[src/rtl/packet_gen.sv]
// packet_gen: per-channel AXI4-Stream packet generator.
// A start pulse launches a burst of fixed-length packets with a programmable
// idle gap between them. busy, tvalid and tlast are decoded from the state
// register, so an asynchronous reset drops them in the same cycle.
// Optional build macro: PACKET_GEN_HEADER_EN makes beat 0 of every packet a
// header word {16'hA5A5, len[15:0], pkt_idx[31:0]} (upper data bits zero).
module packet_gen #(
    parameter int DW    = 64,
    parameter int LEN_W = 16,
    parameter int CNT_W = 32
) (
    input  logic             clk,
    input  logic             resetn,
    input  logic             start,
    input  logic             abort,
    input  logic [LEN_W-1:0] cfg_pkt_len,
    input  logic [CNT_W-1:0] cfg_pkt_count,
    input  logic [7:0]       cfg_gap,
    output logic             busy,
    output logic [CNT_W-1:0] pkts_sent,
    output logic [DW-1:0]    axis_tdata,
    output logic             axis_tvalid,
    output logic             axis_tlast,
    input  logic             axis_tready
);

    localparam logic [1:0] ST_IDLE = 2'd0;
    localparam logic [1:0] ST_SEND = 2'd1;
    localparam logic [1:0] ST_GAP  = 2'd2;

    logic [1:0]       state;
    logic [LEN_W-1:0] len_r;
    logic [CNT_W-1:0] count_r;
    logic [7:0]       gap_r;
    logic [7:0]       gap_cnt;
    logic [CNT_W-1:0] pkt_idx;
    logic [LEN_W-1:0] beat_idx;
    logic             abort_pending;

    logic             handshake;
    logic             last_beat;
    logic [CNT_W-1:0] sent_next;
    logic [63:0]      beat_word;

    assign busy        = (state != ST_IDLE);
    assign axis_tvalid = (state == ST_SEND);
    assign last_beat   = (beat_idx == len_r - LEN_W'(1));
    assign axis_tlast  = axis_tvalid && last_beat;
    assign handshake   = axis_tvalid && axis_tready;
    assign sent_next   = pkts_sent + CNT_W'(1);
    assign beat_word   = {32'(pkt_idx), 32'(beat_idx)};

    // Beat data is a pure function of the held indices, so it stays stable while stalled
    always_comb begin
        axis_tdata = '0;
        if (axis_tvalid) begin
            axis_tdata = {(DW/64){beat_word}};
`ifdef PACKET_GEN_HEADER_EN
            if (beat_idx == '0) begin
                axis_tdata       = '0;
                axis_tdata[63:0] = {16'hA5A5, 16'(len_r), 32'(pkt_idx)};
            end
`endif
        end
    end

    // Burst sequencer: IDLE -> SEND (-> GAP -> SEND)* -> IDLE, config latched on start
    always_ff @(posedge clk or negedge resetn) begin
        if (!resetn) begin
            state         <= ST_IDLE;
            len_r         <= '0;
            count_r       <= '0;
            gap_r         <= '0;
            gap_cnt       <= '0;
            pkt_idx       <= '0;
            beat_idx      <= '0;
            pkts_sent     <= '0;
            abort_pending <= 1'b0;
        end else begin
            case (state)
                ST_IDLE: begin
                    abort_pending <= 1'b0;
                    if (start && (cfg_pkt_len != '0) && (cfg_pkt_count != '0)) begin
                        len_r     <= cfg_pkt_len;
                        count_r   <= cfg_pkt_count;
                        gap_r     <= cfg_gap;
                        pkts_sent <= '0;
                        pkt_idx   <= '0;
                        beat_idx  <= '0;
                        state     <= ST_SEND;
                    end
                end
                ST_SEND: begin
                    if (abort) begin
                        abort_pending <= 1'b1;
                    end
                    if (handshake) begin
                        if (last_beat) begin
                            pkts_sent <= sent_next;
                            pkt_idx   <= pkt_idx + CNT_W'(1);
                            beat_idx  <= '0;
                            if ((sent_next == count_r) || abort_pending || abort) begin
                                state         <= ST_IDLE;
                                abort_pending <= 1'b0;
                            end else if (gap_r != 8'd0) begin
                                state   <= ST_GAP;
                                gap_cnt <= gap_r;
                            end
                        end else begin
                            beat_idx <= beat_idx + LEN_W'(1);
                        end
                    end
                end
                ST_GAP: begin
                    gap_cnt <= gap_cnt - 8'd1;
                    if (abort_pending || abort) begin
                        state         <= ST_IDLE;
                        abort_pending <= 1'b0;
                    end else if (gap_cnt == 8'd1) begin
                        state <= ST_SEND;
                    end
                end
                default: begin
                    state <= ST_IDLE;
                end
            endcase
        end
    end

endmodule
[config.mk]
export PLATFORM = sky130hd
export DESIGN_NAME = packet_gen
export DESIGN_NICKNAME = d
export VERILOG_FILES = /design/src/rtl/packet_gen.sv
export SDC_FILE = /design/constraint.sdc
export NUM_CORES = 1
export LEC_CHECK = 0
export BUFFER_PORTS_ARGS = -buffer_cell sky130_fd_sc_hd__buf_2
export CAP_MARGIN = 40
export CORE_MARGIN = 3
export CORE_UTILIZATION = 40
export CTS_CLUSTER_DIAMETER = 100
export DETAILED_ROUTE_END_ITERATION = 8
export PLACE_DENSITY = 0.61
export SLEW_MARGIN = 20
export SYNTH_ARGS = -nofsm -noshare
export SYNTH_HDL_FRONTEND = slang
export SYNTH_SLANG_ARGS = --single-unit
[constraint.sdc]
create_clock -name clk -period 4.69 [get_ports clk]
set_input_delay 0.938 -clock clk [delete_from_list [all_inputs] [get_ports clk]]
set_output_delay 0.938 -clock clk [all_outputs]
set_load 0.02 [all_outputs]
==> flow_summary.ini <==
[yosys]
synthTopCellsByArea = dfrtp_1 40%, nand2_1 8.8%, xnor2_1 6.2%
netlist_instances = 1130
ys.flop_type = dfrtp_1
ys_warn_count = 0
yosys.area.top_type_share_pct = 39.9
syn_area_per_cell_um2 = 8.16
yosysSeqAreaShare_pct = 39.9
synth.largest_area_cell = dfrtp_1
synth_most_common_cell = nand2_1
syn-cell-area_um2 = 9220
ys_ff_latch = 147
synth_cell_types = 68
synth_common_cells = 217 x nand2_1, 147 x dfrtp_1, 89 x nor2_1
synth_edf_count = 0
synthArstFlopShare_pct = 100

[timing]
timing.hold.ws_ns = 0.463
fin_crit_ns = 4.33
setup-violations-final = 0
tightestPinTransition_ns = 0.726
fin_setup_tns_ns = 0
clock.fmax_mhz = 231
skew_ns = 0.00797
slew_violations = 0
final-hold-violation-count = 0
rsz0062_at_grt = no
slew_headroom_pct = 51.6
fin_crit_sh_pct = 92.4

[drt]
drcViolationCount = 0
drtIter0Drc = 681
dr_total_vias = 8554
final_antenna_net_count = 0
vias_per_cell = 5.57
wl_per_cell_um = 17.4
routed_wl_um = 26700
dr.pass1.iters = 5

[clock_network]
clk_path_buf_depth = 2
cts_tree = yes
root_buffer = clkbuf_16
cts_max_level = 4
cts_setup_buffers = 0
clk_pin_slew_worst_paths_ns = 0.07
postCtsHoldBufs = 0
cts_resized = 0
clk_latency_ns = 0.42
cts_buffers = 17
cts_sinks = 147

[setup_path]
rr_startpoint = pkts_sent[4]$_DFFE_PN0P_
reg2reg_depth = 9
r2r_end = gap_cnt[7]$_DFFE_PN0P_
path_max_fanout = 8
startpoint_type = flip-flop
critPathLaunch = len_r[6]$_DFFE_PN0P_
crit_path_end = axis_tlast
cp.required_ns = 3.75
worst_setup_path_end_kind = primary output
path_class = flip-flop to primary output
cp.arrival_ns = 3.39
r2r_setup_slack_ns = 0.37

[placed_design]
place_inst = 1504
gp_congestion = 0.941
hpwl_um = 19300
portBuffers = 143

[floorplan]
ios = 160
die_h_um = 158
start_util_pct = 41.5
core_area_um2 = 22200
std_cell_rows = 54
die_area_um2 = 24900
die_w_um = 158

[grt]
grt_pass1_wl_um = 42700
gr-usage-all-layers_pct = 21.5
grt_max_degree = 60
grt_pass1_vias = 7721
grt_overflow_total = 0
antenna_found_initial = 0

[finish]
layout.nets = 1310
area_growth_pct = 17.3
instances_no_fill = 1536
diodes = 0
drive_gt1_share_pct = 17.3

[run_status]
status = completed

[pwr]
vdd_drop_max_uv = 236
cellPowerDensity_nw_per_um2 = 446
p_leak_nw = 4.93

[min_path]
hold_path.class = primary input to async pin

[run]
cap_viol_max_count = 0
## through the flow
stage                     util (%)  instance area, µm²  power (mW)  setup slack (ns)
after floorplan                  -                9280        2.86             0.888
after global placement        45.4               10100        3.29             0.418
after detailed placement      45.7               10200        3.33             0.291
after CTS                     48.6               10800        4.83             0.267
after global routing          48.6               10800        5.12            0.0948
final                         48.6               10800        4.82             0.358
## registers in the layout, summed over array words and instances, names as in the netlist
signal         flops
abort_pending      1
beat_idx          16
count_r           32
gap_cnt            8
gap_r              8
len_r             16
pkt_idx           32
pkts_sent         32
state              2
## metal layers
metal | share of wire, % | vias up | global-route usage (%)
met5 | 0 | - | 0
met4 | 2.2 | 0 | 6.86
met3 | 6.5 | 41 | 3.80
met2 | 44 | 298 | 32.2
met1 | 47 | 4083 | 31.6
li1 | - | 4132 | -
## where the power goes
group / switching (mW) / leakage, nW / internal [mW]
sequential: 0.292 / 1.93 / 1.52
clock: 0.577 / 0.305 / 0.912
combinational: 0.923 / 2.69 / 0.595
total: 1.79 / 4.93 / 3.03
## cells by family after synthesis
| group | count (synthesis) | share of synthesized area (%) |
|---|---|---|
| AOI/OAI and AO/OA | 168 | 11.5 |
| buffers and inverters | 106 | 5.14 |
| and+or+nand+nor | 598 | 32.6 |
| other | 1 | 0.0407 |
| DFF | 147 | 39.9 |
| xor gates and xnor gates | 96 | 9.12 |
| muxes | 8 | 0.896 |
| adders and majority gates | 6 | 0.814 |
## critical path, cell delays in order (launching register included)
cell	delay, ns
dfrtp_1	0.46
or4_4	0.57
or4_4	0.45
o31a_1	0.36
or4_1	0.53
nor3_1	0.35
buf_2	0.24
## worst min-delay path by stage
stage / from / slack, ns / to
after global routing: resetn / 0.48 / pkt_idx[31]$_DFFE_PN0P_
after global placement: count_r[31]$_DFFE_PN0P_ / 0.48 / count_r[31]$_DFFE_PN0P_
after floorplan: count_r[11]$_DFFE_PN0P_ / 0.47 / count_r[11]$_DFFE_PN0P_
final: resetn / 0.46 / pkt_idx[31]$_DFFE_PN0P_
after detailed placement: count_r[30]$_DFFE_PN0P_ / 0.49 / count_r[30]$_DFFE_PN0P_
after CTS: resetn / 0.48 / pkt_idx[31]$_DFFE_PN0P_
## cells in the final DEF (no fill, tap or decap), types with 7 or more instances in the layout
cell         n
xor2_1      31
inv_1       23
or3_1       15
nand2_1    217
or2_2        8
and2_1      49
nor4_1      37
nor2_1      88
or4_1       15
nand2b_1     9
and4_1       8
o211ai_1     7
xnor2_1     65
a21oi_1     31
clkbuf_16   17
nor3b_1      7
o21ai_0     69
o31ai_1     17
buf_4       14
conb_1      16
nor3_1      32
nand4_1     29
dfrtp_1    147
buf_2      142
nand3_1     37
and3_1      16
## final cells by class
type	instances	area, µm²
inverters	24	90.1
clock buffers	18	439
flip-flops and latches	147	3680
clock inverters	14	203
multi-input cells	892	5130
fillers	2166	11400
repair buffers	161	913
well taps	280	350
No activity file was read; power rests on OpenSTA's default activity.
